`config.mk`:
```
export PLATFORM = sky130hd
export DESIGN_NAME = bus_target_flat
export DESIGN_NICKNAME = d
export VERILOG_FILES = /design/src/rtl/bus_pkg.sv /design/src/rtl/bus_target_if.sv /design/src/rtl/bus_sync.sv /design/src/rtl/bus_target.sv /design/src/flat_wrapper.sv
export SDC_FILE = /design/constraint.sdc
export NUM_CORES = 1
export LEC_CHECK = 0
export BUFFER_PORTS_ARGS = -buffer_cell sky130_fd_sc_hd__buf_2
export CAP_MARGIN = 25
export CORE_ASPECT_RATIO = 0.6
export CORE_UTILIZATION = 30
export CTS_BUF_LIST = sky130_fd_sc_hd__clkbuf_4 sky130_fd_sc_hd__clkbuf_8
export DETAILED_ROUTE_END_ITERATION = 10
export PLACE_DENSITY_LB_ADDON = 0.25
export REMOVE_ABC_BUFFERS = 1
export SYNTH_ARGS = -nofsm -noshare
export SYNTH_HDL_FRONTEND = slang
export SYNTH_SLANG_ARGS = --single-unit
export TNS_END_PERCENT = 20
```
`constraint.sdc`:
```
create_clock -name clk -period 1.45 [get_ports clk]
set_input_delay 0.145 -clock clk [delete_from_list [all_inputs] [get_ports clk]]
set_output_delay 0.145 -clock clk [all_outputs]
set_load 0.05 [all_outputs]
```
`src/rtl/bus_pkg.sv`:
```
// Shared definitions for the four-phase external bus: phase codes used by
// initiator and target, plus the target FSM state encoding.
package bus_pkg;

    typedef enum logic [1:0] {
        BUS_ADDR_LO = 2'b00,
        BUS_ADDR_HI = 2'b01,
        BUS_READ    = 2'b10,
        BUS_WRITE   = 2'b11
    } bus_phase_e;

    typedef enum logic [1:0] {
        IDLE   = 2'd0,
        ACCESS = 2'd1,
        ACK    = 2'd2
    } tgt_state_e;

endpackage

```
`src/rtl/bus_target_if.sv`:
```
// Four-phase external bus: initiator (master) drives req/phase/data,
// target (slave) returns ack, read data and output enable.
interface bus_target_if;

    logic       bus_handshake_req;
    logic       bus_handshake_ack;
    logic [1:0] bus_state;
    logic [7:0] bus_data_in;
    logic [7:0] bus_data_out;
    logic       bus_output_enable;

    modport master (
        output bus_handshake_req,
        output bus_state,
        output bus_data_in,
        input  bus_handshake_ack,
        input  bus_data_out,
        input  bus_output_enable
    );

    modport slave (
        input  bus_handshake_req,
        input  bus_state,
        input  bus_data_in,
        output bus_handshake_ack,
        output bus_data_out,
        output bus_output_enable
    );

endinterface

```
`src/rtl/bus_sync.sv`:
```
// N-flop level synchronizer with synchronous active-high reset; N must be >= 2.
module bus_sync #(
    parameter int unsigned N = 2
) (
    input  logic clk,
    input  logic rst,
    input  logic i_d,
    output logic o_q
);

    logic [N-1:0] r_sync;

    always_ff @(posedge clk) begin
        if (rst) begin
            r_sync <= '0;
        end else begin
            r_sync <= {r_sync[N-2:0], i_d};
        end
    end

    assign o_q = r_sync[N-1];

endmodule

```
`src/rtl/bus_target.sv`:
```
// Target endpoint of the four-phase bus: assembles the 16-bit address from two
// address phases and performs one local memory access per data phase.
module bus_target
    import bus_pkg::*;
#(
    parameter int unsigned SYNC_STAGES = 2
) (
    input  logic         clk,
    input  logic         rst,
    bus_target_if.slave  bus,
    output logic [15:0]  mem_addr,
    output logic         mem_read,
    output logic         mem_write,
    output logic [7:0]   mem_wdata,
    input  logic [7:0]   mem_rdata,
    input  logic         mem_ready,
    output logic         protocol_error
);

    logic       w_req_s;
    logic       w_accept;
    logic       w_done;
    bus_phase_e w_phase;

    tgt_state_e r_state;
    tgt_state_e w_state_nxt;

    logic [15:0] r_addr;
    logic [7:0]  r_wdata;
    logic [7:0]  r_rdata;
    logic        r_is_read;
    logic        r_lo_seen;
    logic        r_hi_seen;
    logic        r_ack;
    logic        r_oe;
    logic        r_rd;
    logic        r_wr;
    logic        r_perr;

    bus_sync #(
        .N (SYNC_STAGES)
    ) u_req_sync (
        .clk (clk),
        .rst (rst),
        .i_d (bus.bus_handshake_req),
        .o_q (w_req_s)
    );

    assign w_phase  = bus_phase_e'(bus.bus_state);
    assign w_accept = (r_state == IDLE) && w_req_s;
    // mem_ready only counts once the strobe is actually on the port.
    assign w_done   = (r_state == ACCESS) && (r_rd || r_wr) && mem_ready;

    always_ff @(posedge clk) begin
        if (rst) begin
            r_state <= IDLE;
        end else begin
            r_state <= w_state_nxt;
        end
    end

    always_comb begin
        w_state_nxt = r_state;
        unique case (r_state)
            IDLE: begin
                if (w_req_s) begin
                    if (w_phase == BUS_READ || w_phase == BUS_WRITE) begin
                        w_state_nxt = ACCESS;
                    end else begin
                        w_state_nxt = ACK;
                    end
                end
            end
            ACCESS: begin
                if (w_done) begin
                    w_state_nxt = ACK;
                end
            end
            ACK: begin
                if (!w_req_s) begin
                    w_state_nxt = IDLE;
                end
            end
            default: w_state_nxt = IDLE;
        endcase
    end

    always_ff @(posedge clk) begin
        if (rst) begin
            r_addr    <= '0;
            r_wdata   <= '0;
            r_rdata   <= '0;
            r_is_read <= 1'b0;
            r_lo_seen <= 1'b0;
            r_hi_seen <= 1'b0;
            r_ack     <= 1'b0;
            r_oe      <= 1'b0;
            r_rd      <= 1'b0;
            r_wr      <= 1'b0;
            r_perr    <= 1'b0;
        end else begin
            // ack/oe lag the state by one flop so both rise and fall together.
            r_ack  <= (r_state == ACK);
            r_oe   <= (r_state == ACK) && r_is_read;
            r_perr <= 1'b0;

            if (w_accept) begin
                unique case (w_phase)
                    BUS_ADDR_LO: begin
                        r_addr[7:0] <= bus.bus_data_in;
                        r_lo_seen   <= 1'b1;
                        r_is_read   <= 1'b0;
                    end
                    BUS_ADDR_HI: begin
                        r_addr[15:8] <= bus.bus_data_in;
                        r_hi_seen    <= 1'b1;
                        r_is_read    <= 1'b0;
                    end
                    default: begin
                        r_wdata   <= bus.bus_data_in;
                        r_is_read <= (w_phase == BUS_READ);
                        r_perr    <= !(r_lo_seen && r_hi_seen);
                    end
                endcase
            end

            if ((r_state == ACCESS) && !w_done) begin
                r_rd <= r_is_read;
                r_wr <= !r_is_read;
            end else begin
                r_rd <= 1'b0;
                r_wr <= 1'b0;
            end

            if (w_done) begin
                if (r_rd) begin
                    r_rdata <= mem_rdata;
                end
                r_lo_seen <= 1'b0;
                r_hi_seen <= 1'b0;
            end
        end
    end

    assign bus.bus_handshake_ack = r_ack;
    assign bus.bus_output_enable = r_oe;
    assign bus.bus_data_out      = r_rdata;
    assign mem_addr              = r_addr;
    assign mem_wdata             = r_wdata;
    assign mem_read              = r_rd;
    assign mem_write             = r_wr;
    assign protocol_error        = r_perr;

endmodule

```
`src/flat_wrapper.sv`:
```
// flat-port wrapper written by rule: the top's interface ports become plain ports
module bus_target_flat import bus_pkg::*;
#(
    parameter int unsigned SYNC_STAGES = 2
)
  (clk, rst, mem_addr, mem_read, mem_write, mem_wdata, mem_rdata, mem_ready, protocol_error, bus_bus_handshake_req, bus_bus_state, bus_bus_data_in, bus_bus_handshake_ack, bus_bus_data_out, bus_bus_output_enable);
  bus_target_if bus_i ();
  input  logic clk;
  input  logic rst;
  output logic [15:0] mem_addr;
  output logic mem_read;
  output logic mem_write;
  output logic [7:0] mem_wdata;
  input  logic [7:0] mem_rdata;
  input  logic mem_ready;
  output logic protocol_error;
  input wire logic [$bits(bus_i.bus_handshake_req)-1:0] bus_bus_handshake_req;
  input wire logic [$bits(bus_i.bus_state)-1:0] bus_bus_state;
  input wire logic [$bits(bus_i.bus_data_in)-1:0] bus_bus_data_in;
  output wire logic [$bits(bus_i.bus_handshake_ack)-1:0] bus_bus_handshake_ack;
  output wire logic [$bits(bus_i.bus_data_out)-1:0] bus_bus_data_out;
  output wire logic [$bits(bus_i.bus_output_enable)-1:0] bus_bus_output_enable;
  assign bus_i.bus_handshake_req = bus_bus_handshake_req;
  assign bus_i.bus_state = bus_bus_state;
  assign bus_i.bus_data_in = bus_bus_data_in;
  assign bus_bus_handshake_ack = bus_i.bus_handshake_ack;
  assign bus_bus_data_out = bus_i.bus_data_out;
  assign bus_bus_output_enable = bus_i.bus_output_enable;
  bus_target #(.SYNC_STAGES(SYNC_STAGES)) u_core (.clk(clk), .rst(rst), .bus(bus_i), .mem_addr(mem_addr), .mem_read(mem_read), .mem_write(mem_write), .mem_wdata(mem_wdata), .mem_rdata(mem_rdata), .mem_ready(mem_ready), .protocol_error(protocol_error));
endmodule
```
Word-level counts from Yosys, hierarchy flattened
Index checks and enable logic that the tools add are counted.
{ "word_totals": {"regBits": 44, "output_inout_bits": 37} }
{ "classes": {"n_eq_ne": 8, "mux": 6, "bitwise_logic": 3, "n_reduce_logical": 22} }
{ "ops": {"columns": ["operator", "n"], "rows": [
  ["2-bit two-way mux", 4],
  ["2-bit AND reduction", 4],
  ["2-bit equality test, second input constant", 3],
  ["1-bit logical AND", 6],
  ["2-bit case mux with 3 select lines", 1],
  ["2-bit OR reduction", 3],
  ["2-bit by 1-bit equality test with 1-bit output, second input constant", 2],
  ["2-bit logical NOT", 2],
  ["2-bit inequality test, second input constant", 2],
  ["4-bit OR reduction", 1],
  ["1-bit logical NOT", 3],
  ["1-bit inverter", 3],
  ["3-bit AND reduction", 1],
  ["1-bit logical OR", 2],
  ["2-bit by 1-bit inequality test with 1-bit output, second input constant", 1],
  ["1-bit two-way mux", 1]
]} }

Depth between registers and ports, before layout
{ "depth": {"ltp_word": 7, "depth_mapped": 4, "depth_no_buf": 3} }

By module
A second synthesis with hierarchy kept.
{ "unflattened": {"hier_cells": 173, "area_unflattened_um2": 1650.3} }
{ "by_module_without_submodules": {"columns": ["module", "n_inst", "cells_each", "area_per_inst_um2", "seq_area_each_um2"], "rows": [
  ["bus_target", 1, 169, 1597.8, 840.8],
  ["bus_sync", 1, 4, 52.6, 40.0]
]} }

Worst setup path before layout
OpenSTA, ideal clock, no wires.
{ "synth_path": {"kind": "register to register", "start": "register u_core.r_state[1]", "end": "register u_core.r_addr[10], in the netlist u_core.mem_addr[10]", "setup_time_ns": 0.120, "t_arrival_ns": 1.354, "t_required_ns": 1.330, "path_slack_ns": -0.024, "path_stages_with_launch": 5, "n_path_buf": 1, "synth_period_minus_slack_ns": 1.474, "path_cell_list": "dfxtp_1 -> or3b_4 -> or3b_1 -> buf_6 -> mux2i_1"} }
{ "synth_between": {"elab_chain_cells": 3} }
{ "synth_lines": {"columns": ["element", "line", "rtl"], "rows": [
  ["from (decl)", "bus_target.sv:25", "tgt_state_e r_state;"],
  ["from (signal assigned)", "bus_target.sv:58", "r_state <= w_state_nxt;"],
  ["2-bit logical NOT", "bus_target.sv:50", "assign w_accept = (r_state == IDLE) && w_req_s;"],
  ["1-bit logical AND", "bus_target.sv:50", null],
  ["2-bit AND reduction (no source line)", null, null],
  ["to (signal assigned)", "bus_target.sv:115", "r_addr[15:8] <= bus.bus_data_in;"],
  ["to (decl)", "bus_target.sv:28", "logic [15:0] r_addr;"]
]} }
No other way between the ends.
A chain may end at the register's enable or synchronous reset.

Worst setup path after layout
{ "layout_path": {"start": "register u_core.r_state[1]", "end": "register u_core.r_addr[13], in the netlist u_core.mem_addr[13]"} }
Same word-level chain as after synthesis.

==> results.md <==
* Placement Rows at 20
* Largest net degree at the start of global routing at 28
* Ys async rst share at 0%
* Combinational group share of total power at under 10%
* Diode count at 0
* Final HPWL from detailed placement at around 2800 um
* Leftover overflow at the end of global routing at 0
* Net switching power of the design at a little over 500 uW
* Number of global-route vias before repair at approximately 1300
* Initial standard-cell utilization of the core at 31.8%
* Final standard cell area without fillers at between 2000 and 2500 sq um
* Proportion of layout cells with a drive suffix above 1 at between 30% and 40%
* Bufs on Longest Clock Path at 2
* Share of total power in the clock network at a little under two fifths
* Num Clock Sinks at 44
* Worst-Margin Slew at 0.381 ns
* Final net count at 260
* Area growth from synthesis to layout at 30.8%
* Sequential cell fraction of total power at about 55%
* Std-Cell Core Area at between 5000 and 6000 sq um
* Area of the die at slightly below 6000 sq um
* Post-Route WL at approximately 3700 um
* Peak supply drop at roughly 320 uV
* Final core utilization at between 40% and 50%
* FILL cells at 534
* Routability cong. at roughly 0.74
* Clock H-tree levels at 2
* Post-route minimum period at ~1.5 ns
* Summed instance area of the synthesized netlist at ~1600 sq um
* Crit path launch type: flop
* Part of the Yosys area used for sequential elements at a little over half
* Required time of the critical path at between 1.5 and 2 ns
* Leakage power total at approximately 0.0010 uW
* First DRT Iteration DRCs at between 50 and 60
* Count of final hold-check violations at 0
* Count of buffers inserted at the top-level ports at 58
* Number of antenna violations at the first check in global routing at 0
* Placement Setup Slack at -0.0535 ns
* Clock Root Buffer: clkbuf_8
* Number of standard cells after synthesis at roughly 170
* Worst-case headroom to the max-slew limit at around three quarters
* CTS tree: built
* Setup-failing EPs final at 8
* Cell internal power dissipation at approximately 1700 uW
* Seq cells post-synth at 44
* Clock transition at the register clock pins on the worst setup and hold paths after CTS at approximately 0.08 ns
* Period utilization at 102%
* Fmax at 0.673 GHz
* Total global routing track utilization at 13.9%
* Routed length per instance at about 12 um
* Worst R2R Setup Slack at -0.04 ns
* Count of nets left with antenna violations after detail routing at 0
* Critical path endpoint category: flop
* Unrepaired setup endpoints after global routing: yes
* Number of design rule violations left after detail routing at 12
* Clock latency on the worst-skew pair at 0.29 ns
* Count of unique library cells instantiated by Yosys at 29
* Violations in the final reports: DRC, setup timing
* Crit path max fanout at 9
* Max Cap Violations at 0
* Arrival time of the worst setup path at about 1.7 ns
* Wire length of the first global-routing pass at approximately 6200 um
* Kind of critical path: flop to flop
* PwrDens at 1040 nW/um^2
* Die extent in y at around 59 um
* Post-CTS Hold Buffers at 0
* Yosys Warn Count at 0
* Via count normalized by instance count at 4.45
* Count of pins over their slew limit at 0
* Class of the tightest hold or removal check: input port to flop
* Average cell area after synthesis at between 9 and 10 sq um
* Worst hold slack at approximately 0.059 ns
* Number of enable-type register cells in the synthesized netlist at 0
* Number of placed I/O pins at between 50 and 60
* Die extent in x at roughly 100 um
* Setup slack of the critical path after layout at -0.0354 ns
* Number of buffers added for setup after CTS at 0
* Worst clock skew at 0.00299 ns
* Via count at ~1400
* Status: complete, but fails checks
* Area after DPL at slightly above 2000 sq um
* Sw Share at 22.9%
* Detailed-routing iteration count for the pre-antenna-repair pass at 7
* Top FF cell, synth: dfxtp_1
* Number of buffers created by CTS at 5
critical path, cell delays in order (launching register included):
cell	delay, ns
dfxtp_1	0.32
or3b_4	0.41
or3b_1	0.37
buf_6	0.16
mux2i_1	0.12
power by group through the flow:
stage / clock (uW) / sequential, uW / combinational, uW
6_report: 820 / 1230 / 179
2_1_floorplan: 0 / 1300 / 50.5
4_1_cts: 861 / 1230 / 181
3_3_place_gp: 0 / 1260 / 179
3_5_place_dp: 0 / 1260 / 179
5_1_grt: 909 / 1240 / 194
sequential cells by signal, summed over array words and instances, names as in the netlist:
signal / flops
u_core.mem_addr: 16
u_core.bus.bus_handshake_ack: 1
u_core.r_lo_seen: 1
u_core.mem_write: 1
u_core.r_hi_seen: 1
u_core.mem_wdata: 8
u_core.protocol_error: 1
u_core.r_state: 2
u_core.bus.bus_data_out: 8
u_core.mem_read: 1
u_core.u_req_sync.r_sync: 2
u_core.bus.bus_output_enable: 1
u_core.r_is_read: 1
worst paths after layout:
check | from | endpoint | cells past startpoint
worst max-delay path | u_core.r_state[1] | u_core.mem_addr[13] | 4
worst min-delay path | bus_bus_handshake_req | u_core.u_req_sync.r_sync[0] | 2
worst max register to register | u_core.r_state[1] | u_core.mem_addr[13] | 4
worst min register to register | u_core.r_hi_seen | u_core.protocol_error | 1
placed cells by master, fill, tap and decap left out, types with 2 or more instances in the layout:
cell	count
buf_2	58
o21a_1	2
nor2_1	3
nand2_1	33
buf_6	2
mux2i_1	16
clkbuf_4	2
nor2b_1	2
dfxtp_1	43
clkbuf_8	6
buf_4	8
nand2b_1	25
a21oi_1	18
inv_1	3
logic make-up (layout without fill, tap and decap cells):
kind of cell / count (synthesis) / count (layout) / share of synthesized area, %
AOI/OAI and AO/OA: 24 / 24 / 8.12
buffers and inverters: 13 / 79 / 3.49
DFF: 44 / 44 / 53.5
muxes: 16 / 16 / 9.72
and+or+nand+nor: 76 / 76 / 25.2
per-layer routing:
layer | global-route usage (%) | vias up | share of wire (%)
met5 | 0 | - | 0
met4 | 3.90 | 0 | 0.48
met3 | 6.25 | 2 | 8.6
met2 | 19.7 | 39 | 38
met1 | 19.0 | 617 | 53
li1 | - | 699 | -
cell usage after synthesis (2+ instances only):
| cell type | instances | area share [%] |
|---|---|---|
| nand2b_1 | 25 | 9.5 |
| o21a_1 | 2 | 0.91 |
| inv_1 | 3 | 0.68 |
| nor2_1 | 3 | 0.68 |
| dfxtp_1 | 44 | 53 |
| a21oi_1 | 18 | 5.5 |
| nor2b_1 | 2 | 0.76 |
| clkbuf_1 | 8 | 1.8 |
| nand2_1 | 33 | 7.5 |
| mux2i_1 | 16 | 9.7 |
repair_timing:
action,in CTS,in global routing
gates resized for setup,3,0
endpoints found under the setup margin,16,16
gates cloned,0,0
hold endpoints to repair,0,0
area by class of cell:
type / instances / area [sq um] / share of cell area (%)
repair buffers: 68 / 373 / 17.3
multi-input cells: 116 / 709 / 32.9
well taps: 66 / 82.6 / 3.83
flip-flops and latches: 44 / 882 / 40.9
inverters: 3 / 11.3 / 0.522
clock buffers: 8 / 97.6 / 4.53
stage by stage:
stage / total power, uW / std cells / TNS [ns]
CTS: 2280 / 305 / -0.219
global route: 2340 / 305 / -1.08
global placement: 1440 / 297 / -0.220
detailed placement: 1440 / 297 / -0.512
floorplan: 1350 / 163 / -1.26
finish: 2230 / 305 / -0.220
Note: power is estimated with default switching activity, not from simulation.
